===== config.mk =====
export PLATFORM = sky130hd
export DESIGN_NAME = issue_ctl_flat
export DESIGN_NICKNAME = d
export VERILOG_FILES = /design/src/rtl/issue_ctl_pkg.sv /design/src/rtl/issue_ctl_if.sv /design/src/rtl/issue_sb.sv /design/src/rtl/issue_ctl.sv /design/src/flat_wrapper.sv
export SDC_FILE = /design/constraint.sdc
export NUM_CORES = 1
export LEC_CHECK = 0
export CORE_MARGIN = 2
export CORE_UTILIZATION = 61
export DETAILED_ROUTE_END_ITERATION = 16
export PLACE_DENSITY_LB_ADDON = 0.2
export SLEW_MARGIN = 25
export SYNTH_ARGS = -nofsm -noshare
export SYNTH_HDL_FRONTEND = slang
export SYNTH_SLANG_ARGS = --single-unit

===== constraint.sdc =====
create_clock -name CLK -period 5.2 [get_ports CLK]
set_input_delay 0.52 -clock CLK [delete_from_list [all_inputs] [get_ports CLK]]
set_output_delay 0.52 -clock CLK [all_outputs]
set_load 0.02 [all_outputs]

===== src/rtl/issue_ctl_pkg.sv =====
// -----------------------------------------------------------------------------
// issue_ctl_pkg
// Shared widths and types for the dual-slot issue controller and its
// register scoreboard.
//   REG_IDX_W   : register index width (5)
//   REG_NUM     : architectural register count (32)
//   LAT_W       : scoreboard countdown / result latency width (2)
//   STALL_CNT_W : stall cycle counter width (16)
// -----------------------------------------------------------------------------
package issue_ctl_pkg;

  localparam int REG_IDX_W   = 5;
  localparam int REG_NUM     = 32;
  localparam int LAT_W       = 2;
  localparam int STALL_CNT_W = 16;

  typedef logic [REG_IDX_W-1:0]   reg_idx_t;
  typedef logic [LAT_W-1:0]       lat_t;
  typedef logic [STALL_CNT_W-1:0] stall_cnt_t;

  // Per-cycle decision taken by the issue priority logic.
  typedef enum logic [1:0] {
    ACT_ISSUE  = 2'd0,
    ACT_STALL1 = 2'd1,
    ACT_STALL2 = 2'd2,
    ACT_SQUASH = 2'd3
  } issue_act_e;

endpackage


===== src/rtl/issue_ctl_if.sv =====
// -----------------------------------------------------------------------------
// issue_ctl_if
// Fetch-unit <-> issue controller bundle.
//   fetch side (master) drives : VALID1/2, RD1/2, RSA1/2, RSB1/2, WE1/2,
//                                LAT1/2, JREQ
//   issue side (slave) drives  : STALL1, STALL2, ISSUE1, ISSUE2, STALL_CNT
// -----------------------------------------------------------------------------
interface issue_ctl_if;
  import issue_ctl_pkg::*;

  logic       VALID1, VALID2;
  reg_idx_t   RD1, RSA1, RSB1;
  reg_idx_t   RD2, RSA2, RSB2;
  logic       WE1, WE2;
  lat_t       LAT1, LAT2;
  logic       JREQ;
  logic       STALL1, STALL2;
  logic       ISSUE1, ISSUE2;
  stall_cnt_t STALL_CNT;

  modport master (
    output VALID1, VALID2, RD1, RSA1, RSB1, RD2, RSA2, RSB2,
           WE1, WE2, LAT1, LAT2, JREQ,
    input  STALL1, STALL2, ISSUE1, ISSUE2, STALL_CNT
  );

  modport slave (
    input  VALID1, VALID2, RD1, RSA1, RSB1, RD2, RSA2, RSB2,
           WE1, WE2, LAT1, LAT2, JREQ,
    output STALL1, STALL2, ISSUE1, ISSUE2, STALL_CNT
  );

endinterface


===== src/rtl/issue_sb.sv =====
// -----------------------------------------------------------------------------
// issue_sb
// 32-entry register scoreboard holding a 2-bit countdown per register.
// Nonzero counts drain by one every cycle; a load port overrides the drain.
// Register 0 is never tracked.
// Configuration macro ISSUE_CTL_FWD_EN: when defined a count of 1 is treated
// as forwarded (not busy); otherwise any nonzero count is busy.
// Ports:
//   CLK, RST            : clock, asynchronous active-high reset
//   ld1_en/idx/lat      : slot 1 load port (wins over slot 2 on same index)
//   ld2_en/idx/lat      : slot 2 load port
//   q_idx[5:0]          : busy query indices {RD2,RSB2,RSA2,RD1,RSB1,RSA1}
//   q_busy[5:0]         : busy result for each query index
// -----------------------------------------------------------------------------
module issue_sb
  import issue_ctl_pkg::*;
(
  input  logic           CLK,
  input  logic           RST,
  input  logic           ld1_en,
  input  reg_idx_t       ld1_idx,
  input  lat_t           ld1_lat,
  input  logic           ld2_en,
  input  reg_idx_t       ld2_idx,
  input  lat_t           ld2_lat,
  input  reg_idx_t [5:0] q_idx,
  output logic     [5:0] q_busy
);

  lat_t cnt [REG_NUM];

  function automatic logic is_busy(lat_t c);
`ifdef ISSUE_CTL_FWD_EN
    return (c >= lat_t'(2));
`else
    return (c != '0);
`endif
  endfunction

  always_ff @(posedge CLK or posedge RST) begin
    if (RST) begin
      for (int i = 0; i < REG_NUM; i++) cnt[i] <= '0;
    end else begin
      cnt[0] <= '0;
      for (int i = 1; i < REG_NUM; i++) begin
        if (ld1_en && (ld1_idx == reg_idx_t'(i)))
          cnt[i] <= ld1_lat;
        else if (ld2_en && (ld2_idx == reg_idx_t'(i)))
          cnt[i] <= ld2_lat;
        else if (cnt[i] != '0)
          cnt[i] <= cnt[i] - lat_t'(1);
      end
    end
  end

  always_comb begin
    q_busy = '0;
    for (int q = 0; q < 6; q++) q_busy[q] = is_busy(cnt[q_idx[q]]);
  end

endmodule


===== src/rtl/issue_ctl.sv =====
// -----------------------------------------------------------------------------
// issue_ctl
// Dual-slot in-order issue controller. Checks both fetch slots against the
// register scoreboard (issue_sb) and against each other, then decides to
// issue, stall both slots, issue slot 1 only, or squash on a taken jump.
// Configuration macro ISSUE_CTL_FWD_EN is consumed by issue_sb.
// Ports:
//   CLK  : clock
//   RST  : asynchronous active-high reset (clears scoreboard and STALL_CNT)
//   bus  : issue_ctl_if.slave -- slot inputs, JREQ, stall/issue outputs,
//          saturating STALL_CNT
// -----------------------------------------------------------------------------
module issue_ctl
  import issue_ctl_pkg::*;
(
  input  logic        CLK,
  input  logic        RST,
  issue_ctl_if.slave  bus
);

  reg_idx_t [5:0] q_idx;
  logic     [5:0] q_busy;
  logic           blk1, blk2, pair_hz;
  logic           ld1_en, ld2_en;
  logic           issue1, issue2, stall1, stall2;
  issue_act_e     act;
  stall_cnt_t     stall_cnt;

  function automatic stall_cnt_t sat_inc(stall_cnt_t v);
    return (v == '1) ? v : v + stall_cnt_t'(1);
  endfunction

  assign q_idx = {bus.RD2, bus.RSB2, bus.RSA2, bus.RD1, bus.RSB1, bus.RSA1};

  issue_sb u_sb (
    .CLK     (CLK),
    .RST     (RST),
    .ld1_en  (ld1_en),
    .ld1_idx (bus.RD1),
    .ld1_lat (bus.LAT1),
    .ld2_en  (ld2_en),
    .ld2_idx (bus.RD2),
    .ld2_lat (bus.LAT2),
    .q_idx   (q_idx),
    .q_busy  (q_busy)
  );

  // r0 never reads as busy because its scoreboard entry is held at zero.
  assign blk1 = bus.VALID1 & (q_busy[0] | q_busy[1] | (bus.WE1 & q_busy[2]));
  assign blk2 = bus.VALID2 & (q_busy[3] | q_busy[4] | (bus.WE2 & q_busy[5]));

  // Slot 2 may not consume or overwrite what slot 1 produces in the same cycle.
  assign pair_hz = bus.VALID1 & bus.VALID2 & bus.WE1 & (bus.RD1 != '0) &
                   ((bus.RD1 == bus.RSA2) | (bus.RD1 == bus.RSB2) |
                    (bus.RD1 == bus.RD2));

  always_comb begin
    act = ACT_ISSUE;
    if (bus.JREQ)                                 act = ACT_SQUASH;
    else if (blk1)                                act = ACT_STALL1;
    else if (!bus.VALID1 && blk2)                 act = ACT_STALL1;
    else if (bus.VALID1 && (blk2 || pair_hz))     act = ACT_STALL2;
  end

  always_comb begin
    stall1 = 1'b0;
    stall2 = 1'b0;
    issue1 = 1'b0;
    issue2 = 1'b0;
    case (act)
      ACT_STALL1: stall1 = 1'b1;
      ACT_STALL2: begin
        stall2 = 1'b1;
        issue1 = 1'b1;
      end
      ACT_ISSUE: begin
        issue1 = bus.VALID1;
        issue2 = bus.VALID2;
      end
      default: ;
    endcase
  end

  // LAT of 0 means the result needs no tracking.
  assign ld1_en = issue1 & bus.WE1 & (bus.RD1 != '0) & (bus.LAT1 != '0);
  assign ld2_en = issue2 & bus.WE2 & (bus.RD2 != '0) & (bus.LAT2 != '0);

  always_ff @(posedge CLK or posedge RST) begin
    if (RST)                  stall_cnt <= '0;
    else if (stall1 | stall2) stall_cnt <= sat_inc(stall_cnt);
  end

  assign bus.STALL1    = stall1;
  assign bus.STALL2    = stall2;
  assign bus.ISSUE1    = issue1;
  assign bus.ISSUE2    = issue2;
  assign bus.STALL_CNT = stall_cnt;

endmodule

===== src/flat_wrapper.sv =====
// flat-port wrapper written by rule: the top's interface ports become plain ports
module issue_ctl_flat import issue_ctl_pkg::*;
  (CLK, RST, bus_VALID1, bus_VALID2, bus_RD1, bus_RSA1, bus_RSB1, bus_RD2, bus_RSA2, bus_RSB2, bus_WE1, bus_WE2, bus_LAT1, bus_LAT2, bus_JREQ, bus_STALL1, bus_STALL2, bus_ISSUE1, bus_ISSUE2, bus_STALL_CNT);
  issue_ctl_if bus_i ();
  input  logic CLK;
  input  logic RST;
  input wire logic [$bits(bus_i.VALID1)-1:0] bus_VALID1;
  input wire logic [$bits(bus_i.VALID2)-1:0] bus_VALID2;
  input wire logic [$bits(bus_i.RD1)-1:0] bus_RD1;
  input wire logic [$bits(bus_i.RSA1)-1:0] bus_RSA1;
  input wire logic [$bits(bus_i.RSB1)-1:0] bus_RSB1;
  input wire logic [$bits(bus_i.RD2)-1:0] bus_RD2;
  input wire logic [$bits(bus_i.RSA2)-1:0] bus_RSA2;
  input wire logic [$bits(bus_i.RSB2)-1:0] bus_RSB2;
  input wire logic [$bits(bus_i.WE1)-1:0] bus_WE1;
  input wire logic [$bits(bus_i.WE2)-1:0] bus_WE2;
  input wire logic [$bits(bus_i.LAT1)-1:0] bus_LAT1;
  input wire logic [$bits(bus_i.LAT2)-1:0] bus_LAT2;
  input wire logic [$bits(bus_i.JREQ)-1:0] bus_JREQ;
  output wire logic [$bits(bus_i.STALL1)-1:0] bus_STALL1;
  output wire logic [$bits(bus_i.STALL2)-1:0] bus_STALL2;
  output wire logic [$bits(bus_i.ISSUE1)-1:0] bus_ISSUE1;
  output wire logic [$bits(bus_i.ISSUE2)-1:0] bus_ISSUE2;
  output wire logic [$bits(bus_i.STALL_CNT)-1:0] bus_STALL_CNT;
  assign bus_i.VALID1 = bus_VALID1;
  assign bus_i.VALID2 = bus_VALID2;
  assign bus_i.RD1 = bus_RD1;
  assign bus_i.RSA1 = bus_RSA1;
  assign bus_i.RSB1 = bus_RSB1;
  assign bus_i.RD2 = bus_RD2;
  assign bus_i.RSA2 = bus_RSA2;
  assign bus_i.RSB2 = bus_RSB2;
  assign bus_i.WE1 = bus_WE1;
  assign bus_i.WE2 = bus_WE2;
  assign bus_i.LAT1 = bus_LAT1;
  assign bus_i.LAT2 = bus_LAT2;
  assign bus_i.JREQ = bus_JREQ;
  assign bus_STALL1 = bus_i.STALL1;
  assign bus_STALL2 = bus_i.STALL2;
  assign bus_ISSUE1 = bus_i.ISSUE1;
  assign bus_ISSUE2 = bus_i.ISSUE2;
  assign bus_STALL_CNT = bus_i.STALL_CNT;
  issue_ctl u_core (.CLK(CLK), .RST(RST), .bus(bus_i));
endmodule

# Word level (Yosys, flattened, before mapping)

Cells that the tools add are included.

Bits in writable memories: 0
ROM bits: 0
Bits in latches: 0
Flip-flop bits (word level): 78
Memories: 0
Input port bits: 41
Output and inout bits: 20

Shift operators: 0
Order comparisons: 6
Div/mod/pow operators: 0
Add/subtract/negate cells: 32
Multiplexer cells: 119
Multiply operators: 0
Reduce and logical (&&, ||, !) cells: 140
Equal/unequal tests: 68
Bitwise operators: 28

Operators with widths:

| cell                    | count |
|---|---|
| $mux W2                 | 109 |
| $eq A5 B5 Y1 const B    | 32 |
| $reduce_bool A3 Y1      | 31 |
| $eq A5 B4 Y1 const B    | 16 |
| $reduce_bool A2 Y1      | 39 |
| $logic_and A1 B1 Y1     | 64 |
| $sub A2 B1 Y2 const B   | 31 |
| $bmux W2 S5             | 6 |
| $eq A5 B3 Y1 const B    | 8 |
| $ge A6 B6 Y1 const B    | 6 |
| $not A5 Y6              | 6 |
| $eq A5 B2 Y1 const B    | 4 |
| $add A16 B1 Y16 const B | 1 |
| $eq A16 B16 Y1 const B  | 1 |
| $eq A5 B5 Y1            | 3 |
| $and A1 B1 Y1           | 14 |
| $eq A5 B1 Y1 const B    | 2 |
| $reduce_bool A5 Y1      | 2 |
| $or A1 B1 Y1            | 7 |
| $mux W1                 | 3 |
| $eq A2 B1 Y1 const B    | 1 |
| $eq A2 B2 Y1 const B    | 1 |
| $logic_not A2 Y1        | 1 |
| $pmux W1 S2             | 1 |
| other kinds (4)         | 4 |

# Longest topological paths before layout

Depth in word-level cells: 22
Depth in mapped cells: 18
Depth with buffers taken out: 16

# By module

From an unflattened synthesis, not the netlist that was laid out.

Cell total of the unflattened synthesis: 916
Area total of the unflattened synthesis: 7,505.9 sq um

By module, submodules not included:

| module    | area an instance (sq um) | times used | cells each | seq. area each (sq um) |
|---|---|---|---|---|
| issue_sb  | 6,281.0                  | 1          | 790        | 1,551.5 |
| issue_ctl | 1,224.9                  | 1          | 126        | 400.4 |

# Worst setup path before layout

OpenSTA, ideal clock, no wires.

Path type: input port to flip-flop
From: input bus_RSB1[1]
To: register u_core.u_sb.cnt[24] in the netlist's numbering
Path buffers: 2
Arrival: 4,314 ps
Path slack: 758 ps
Library setup time: 128 ps
Cell stages on the path: 16
Path through: buf_2 clkinv_1 mux4_2 mux2i_1 a221oi_1 o22ai_1 o21a_1 nor3_1 ha_1 a21oi_1 nor3_1 nand2_1 o31ai_4 buf_6 o211ai_2 mux2_1

Longest elaborated chain between the ends: 18
Elaborated cells between the ends (all ways): 25

Ends and longest elaborated chain:

| what                                                                       | RTL line           | text |
|---|---|---|
| from (decl)                                                                | flat_wrapper.sv:11 | `input wire logic [$bits(bus_i.RSB1)-1:0] bus_RSB1;` |
| $not A5 Y6 (implied by the code) (*)                                       | issue_sb.sv:58     | `for (int q = 0; q < 6; q++) q_busy[q] = is_busy(cnt[q_idx[q]]);` |
| $bmux W2 S5 (*)                                                            | issue_sb.sv:58     |  |
| $mux W2 (implied by the code) (*) (2 in series)                            | issue_sb.sv:58     |  |
| $reduce_bool A2 Y1 (*)                                                     | issue_sb.sv:36     | `return (c != '0);` |
| $or A1 B1 Y1 (*) (2 in series)                                             | issue_ctl.sv:49    | `assign blk1 = bus.VALID1 & (q_busy[0] \| q_busy[1] \| (bus.WE1 & q_busy[2]));` |
| $and A1 B1 Y1 (*)                                                          | issue_ctl.sv:49    |  |
| $mux W2 (*)                                                                | issue_ctl.sv:60    | `else if (blk1) act = ACT_STALL1;` |
| $mux W2 (*)                                                                | issue_ctl.sv:59    | `if (bus.JREQ) act = ACT_SQUASH;` |
| parallel branches: the longest is 8 deep, another holds $reduce_bool A3 Y1 | n/a                |  |
| to (signal, indexed assignment)                                            | issue_sb.sv:47     | `cnt[i] <= ld1_lat;` |
| to (signal, indexed assignment)                                            | issue_sb.sv:49     | `cnt[i] <= ld2_lat;` |
| to (signal, indexed assignment)                                            | issue_sb.sv:51     | `cnt[i] <= cnt[i] - lat_t'(1);` |
| to (decl)                                                                  | issue_sb.sv:30     | `lat_t cnt [REG_NUM];` |

Every way passes the cells marked *. The select of a mux whose other input is x is not followed.
A chain may end at the register's enable or synchronous reset.

# Final worst setup path

From: input bus_RSA1[1]
To: register u_core.u_sb.cnt[38] in the netlist's numbering

Longest elaborated chain between the ends: 18
Elaborated cells between the ends (all ways): 25

Ends and longest elaborated chain:

| what                                                                       | RTL line           | text |
|---|---|---|
| from (decl)                                                                | flat_wrapper.sv:10 | `input wire logic [$bits(bus_i.RSA1)-1:0] bus_RSA1;` |
| $not A5 Y6 (implied by the code) (*)                                       | issue_sb.sv:58     |  |
| $bmux W2 S5 (*)                                                            | issue_sb.sv:58     |  |
| $mux W2 (implied by the code) (*) (2 in series)                            | issue_sb.sv:58     |  |
| $reduce_bool A2 Y1 (*)                                                     | issue_sb.sv:36     |  |
| $or A1 B1 Y1 (*) (2 in series)                                             | issue_ctl.sv:49    |  |
| $and A1 B1 Y1 (*)                                                          | issue_ctl.sv:49    |  |
| $mux W2 (*)                                                                | issue_ctl.sv:60    |  |
| $mux W2 (*)                                                                | issue_ctl.sv:59    |  |
| parallel branches: the longest is 8 deep, another holds $reduce_bool A3 Y1 | n/a                |  |

Marks and branches as above.

==> reports/results.txt <==
Top_reg_cell synth: dfrtp_1
Slew headroom: 32.5%
Largest net degree at the start of global routing: 41
Avg WL per Cell: 22.0 um
Worst Clk Skew: 0.00922 ns
Finished Cell Area: 9030 um^2
First-pass GRT wire length: 39.3 mm
Status: complete, no violations
Post-synthesis compound-gate area fraction: 15.5%
Sequential share of the synthesized area: 24.8%
CTS resizes: 0
Synth top area cells: dfrtp_1 (25%), mux4_2 (8.3%), mux2_2 (6.7%), mux2_1 (5.7%), nor2_1 (5.7%)
Commonest cells in the synthesized netlist: nor2_1 (119), inv_1 (82), dfrtp_1 (78), a21oi_1 (76), nand2_1 (53)
Startpoint Class: input pin
Routed WL: 24.9 mm
Slew @ Worst Pin: 1.00 ns
Input/output buffers: 60
Avg Inst Size Synth: 8.92 um^2
Core area: 12600 um^2
Die area: 13800 um^2
Peak supply drop: 0.000418 V
Fin. max-slew vios: 0
H-tree depth: 3
Leak: 3.95 nW
Total gr overflow: 0
# Post-CTS Setup Buffers: 0
Largest family of logic cells by synthesized area: multiplexers
CTS sink cnt: 78
CTS tree: done
Synth warn: 0
Die width: 118 um
Kind of critical path: in -> reg
Initial antenna violation count: 1
Post-synth ARST share: 100%
RSZ-0062 raised after global routing: false
Setup tns final: 0 ns
CTS Root Cell: clkbuf_16
Placed cell count: 1114
PwrDens: 533 nW/um^2
Antenna viol nets, final: 0
Hold Crit Class: reg -> reg
Drt first-iter violations: 727
Fin crit share: 94.3%
Area after DPL: 8720 um^2
EDFF count, synth: 0
Cells after synthesis: 881
DRC viols: 0
Longest Clk Path Bufs: 2
Min cycle time layout: 4.90 ns
HPWL after DPL: 18.0 mm
Final design utilization: 71.5%
Mux contribution to synthesized area: 22.6%
Antenna cells: 0
Max cap viols: 0
Worst-path fanout max: 5
P&R area growth vs syn: 14.9%
Clock slew at reported path FFs: 0.06 ns
Final hold vios: 0
Post-Synth Adder-Cell Area: 5.57%
Synthesized net count: 957
Final setup violation count: 0
Worst setup EP type: register
Highest clock rate: 0.204 GHz
Hold_buf cts: 0
# IOs: 61
Vias in the first global route: 7551
Starting density of the core: 62.3%
Routed vias: 7433
Area share of the largest cell type after synthesis: 24.8%
#FFs+latches synth: 78
Simple-Gate Fraction of Synth Area: 16.1%
Library cells used by synthesis: 79
Cts bufs inserted: 9
GRT Resource Usage Total: 36.6%
DIE HEIGHT: 118 um
Syn Std Cell Area: 7860 um^2
Worst-Skew Late Latency: 0.35 ns
CP arrival: 5.14 ns
Non-Filler Instances: 1130
Drt first pass iters: 7
Final #Nets: 1029
Count leader, synth: nor2_1
Area leader, netlist: dfrtp_1
GPL Wtd Cong: 1.03
Hold WS: 0.493 ns
XOR/XNOR Fraction of Synth Area: 6.69%
Share of layout cells above drive strength 1: 18.4%
Critical path required time: 5.43 ns
# rows: 41
Detailed-route vias per instance: 6.58
[registers in the layout, summed over array words and instances (netlist names)]
name	cells
u_core.bus.STALL_CNT	16
u_core.u_sb.cnt	62
[per-stage QoR]
stage / setup WS [ns] / total power [mW]
4_1_cts: 0.395 / 4.75
3_5_place_dp: 0.0379 / 4.05
5_1_grt: 0.0432 / 5.10
3_3_place_gp: 0.283 / 3.85
2_1_floorplan: 0.758 / 3.20
6_report: 0.298 / 4.81
[placed cells by master (no fill, tap or decap), drive strengths merged, types with 9 or more instances in the layout]
cell type,n
nor2,120
mux2,87
inv,83
dfrtp,78
a21oi,76
clkdlybuf4s50,60
nand2,53
nor3,49
buf,48
xor2,44
ha,35
mux4,31
o211ai,29
nand3,18
o21ai,18
xnor2,16
clkbuf,11
mux2i,9
[logic make-up after synthesis]
logic type,Yosys count
AND/OR/NAND/NOR,278
AO/OA/AOI/OAI,172
buffers and inverters,131
multiplexers,127
flip-flops,78
XOR/XNOR,60
adder cells (fa/ha/maj),35
[power by group]
group | internal [mW] | total, mW | leakage, nW | switching, mW
sequential | 0.912 | 1.25 | 0.928 | 0.342
clock | 0.397 | 0.662 | 0.144 | 0.265
combinational | 1.47 | 2.89 | 2.87 | 1.43
total | 2.78 | 4.81 | 3.95 | 2.03
[worst max-delay path: stages]
cell and delay [ns]:
clkdlybuf4s50_1 0.49, inv_1 0.23, mux4_2 0.53, mux2i_1 0.17
o22ai_1 0.12, o22ai_1 0.48, nor2_1 0.14, a41oi_1 0.31
ha_1 0.22, and2_1 0.20, o211ai_1 0.13, a211o_1 0.36
or3_1 0.39, nor3_1 0.33, o21ai_0 0.19, mux2_1 0.31
[routing by layer]
layer | up-vias | wire (um) | share of wire, % | GRT usage, %
met5 | - | 0 | 0 | 0
met1 | 3576 | 9230 | 37 | 44.6
met4 | 0 | 1450 | 5.8 | 20.9
met3 | 124 | 2580 | 10 | 8.91
met2 | 441 | 11600 | 47 | 59.2
li1 | 3292 | - | - | -
[path summary, 6_finish.rpt]
kind / end / slack, ns / start / cells past startpoint
min in group asynchronous: u_core.bus.STALL_CNT[6]$_DFFE_PP0P_ / 0.70 / RST / 2
max in group asynchronous: u_core.u_sb.cnt[29]$_DFFE_PP0P_ / 3.39 / RST / 3
setup reg to reg: u_core.u_sb.cnt[38]$_DFFE_PP0P_ / 0.32 / u_core.u_sb.cnt[60]$_DFFE_PP0P_ / 15
hold / removal: u_core.bus.STALL_CNT[7]$_DFFE_PP0P_ / 0.49 / u_core.bus.STALL_CNT[7]$_DFFE_PP0P_ / 1
hold reg to reg: u_core.bus.STALL_CNT[7]$_DFFE_PP0P_ / 0.49 / u_core.bus.STALL_CNT[7]$_DFFE_PP0P_ / 1
setup / recovery: u_core.u_sb.cnt[38]$_DFFE_PP0P_ / 0.30 / bus_RSA1[1] / 16
[area by class of cell]
type                       instances  area (um^2)
multi-input combinational        672         5220
fill                            1025         3590
sequential                        78         1950
timing repair buffer             108         1010
inverter                          84          315
clock buffer                      11          253
tap                              172          215
clock inverter                     5         57.6
(Power assumes the default switching activity.)
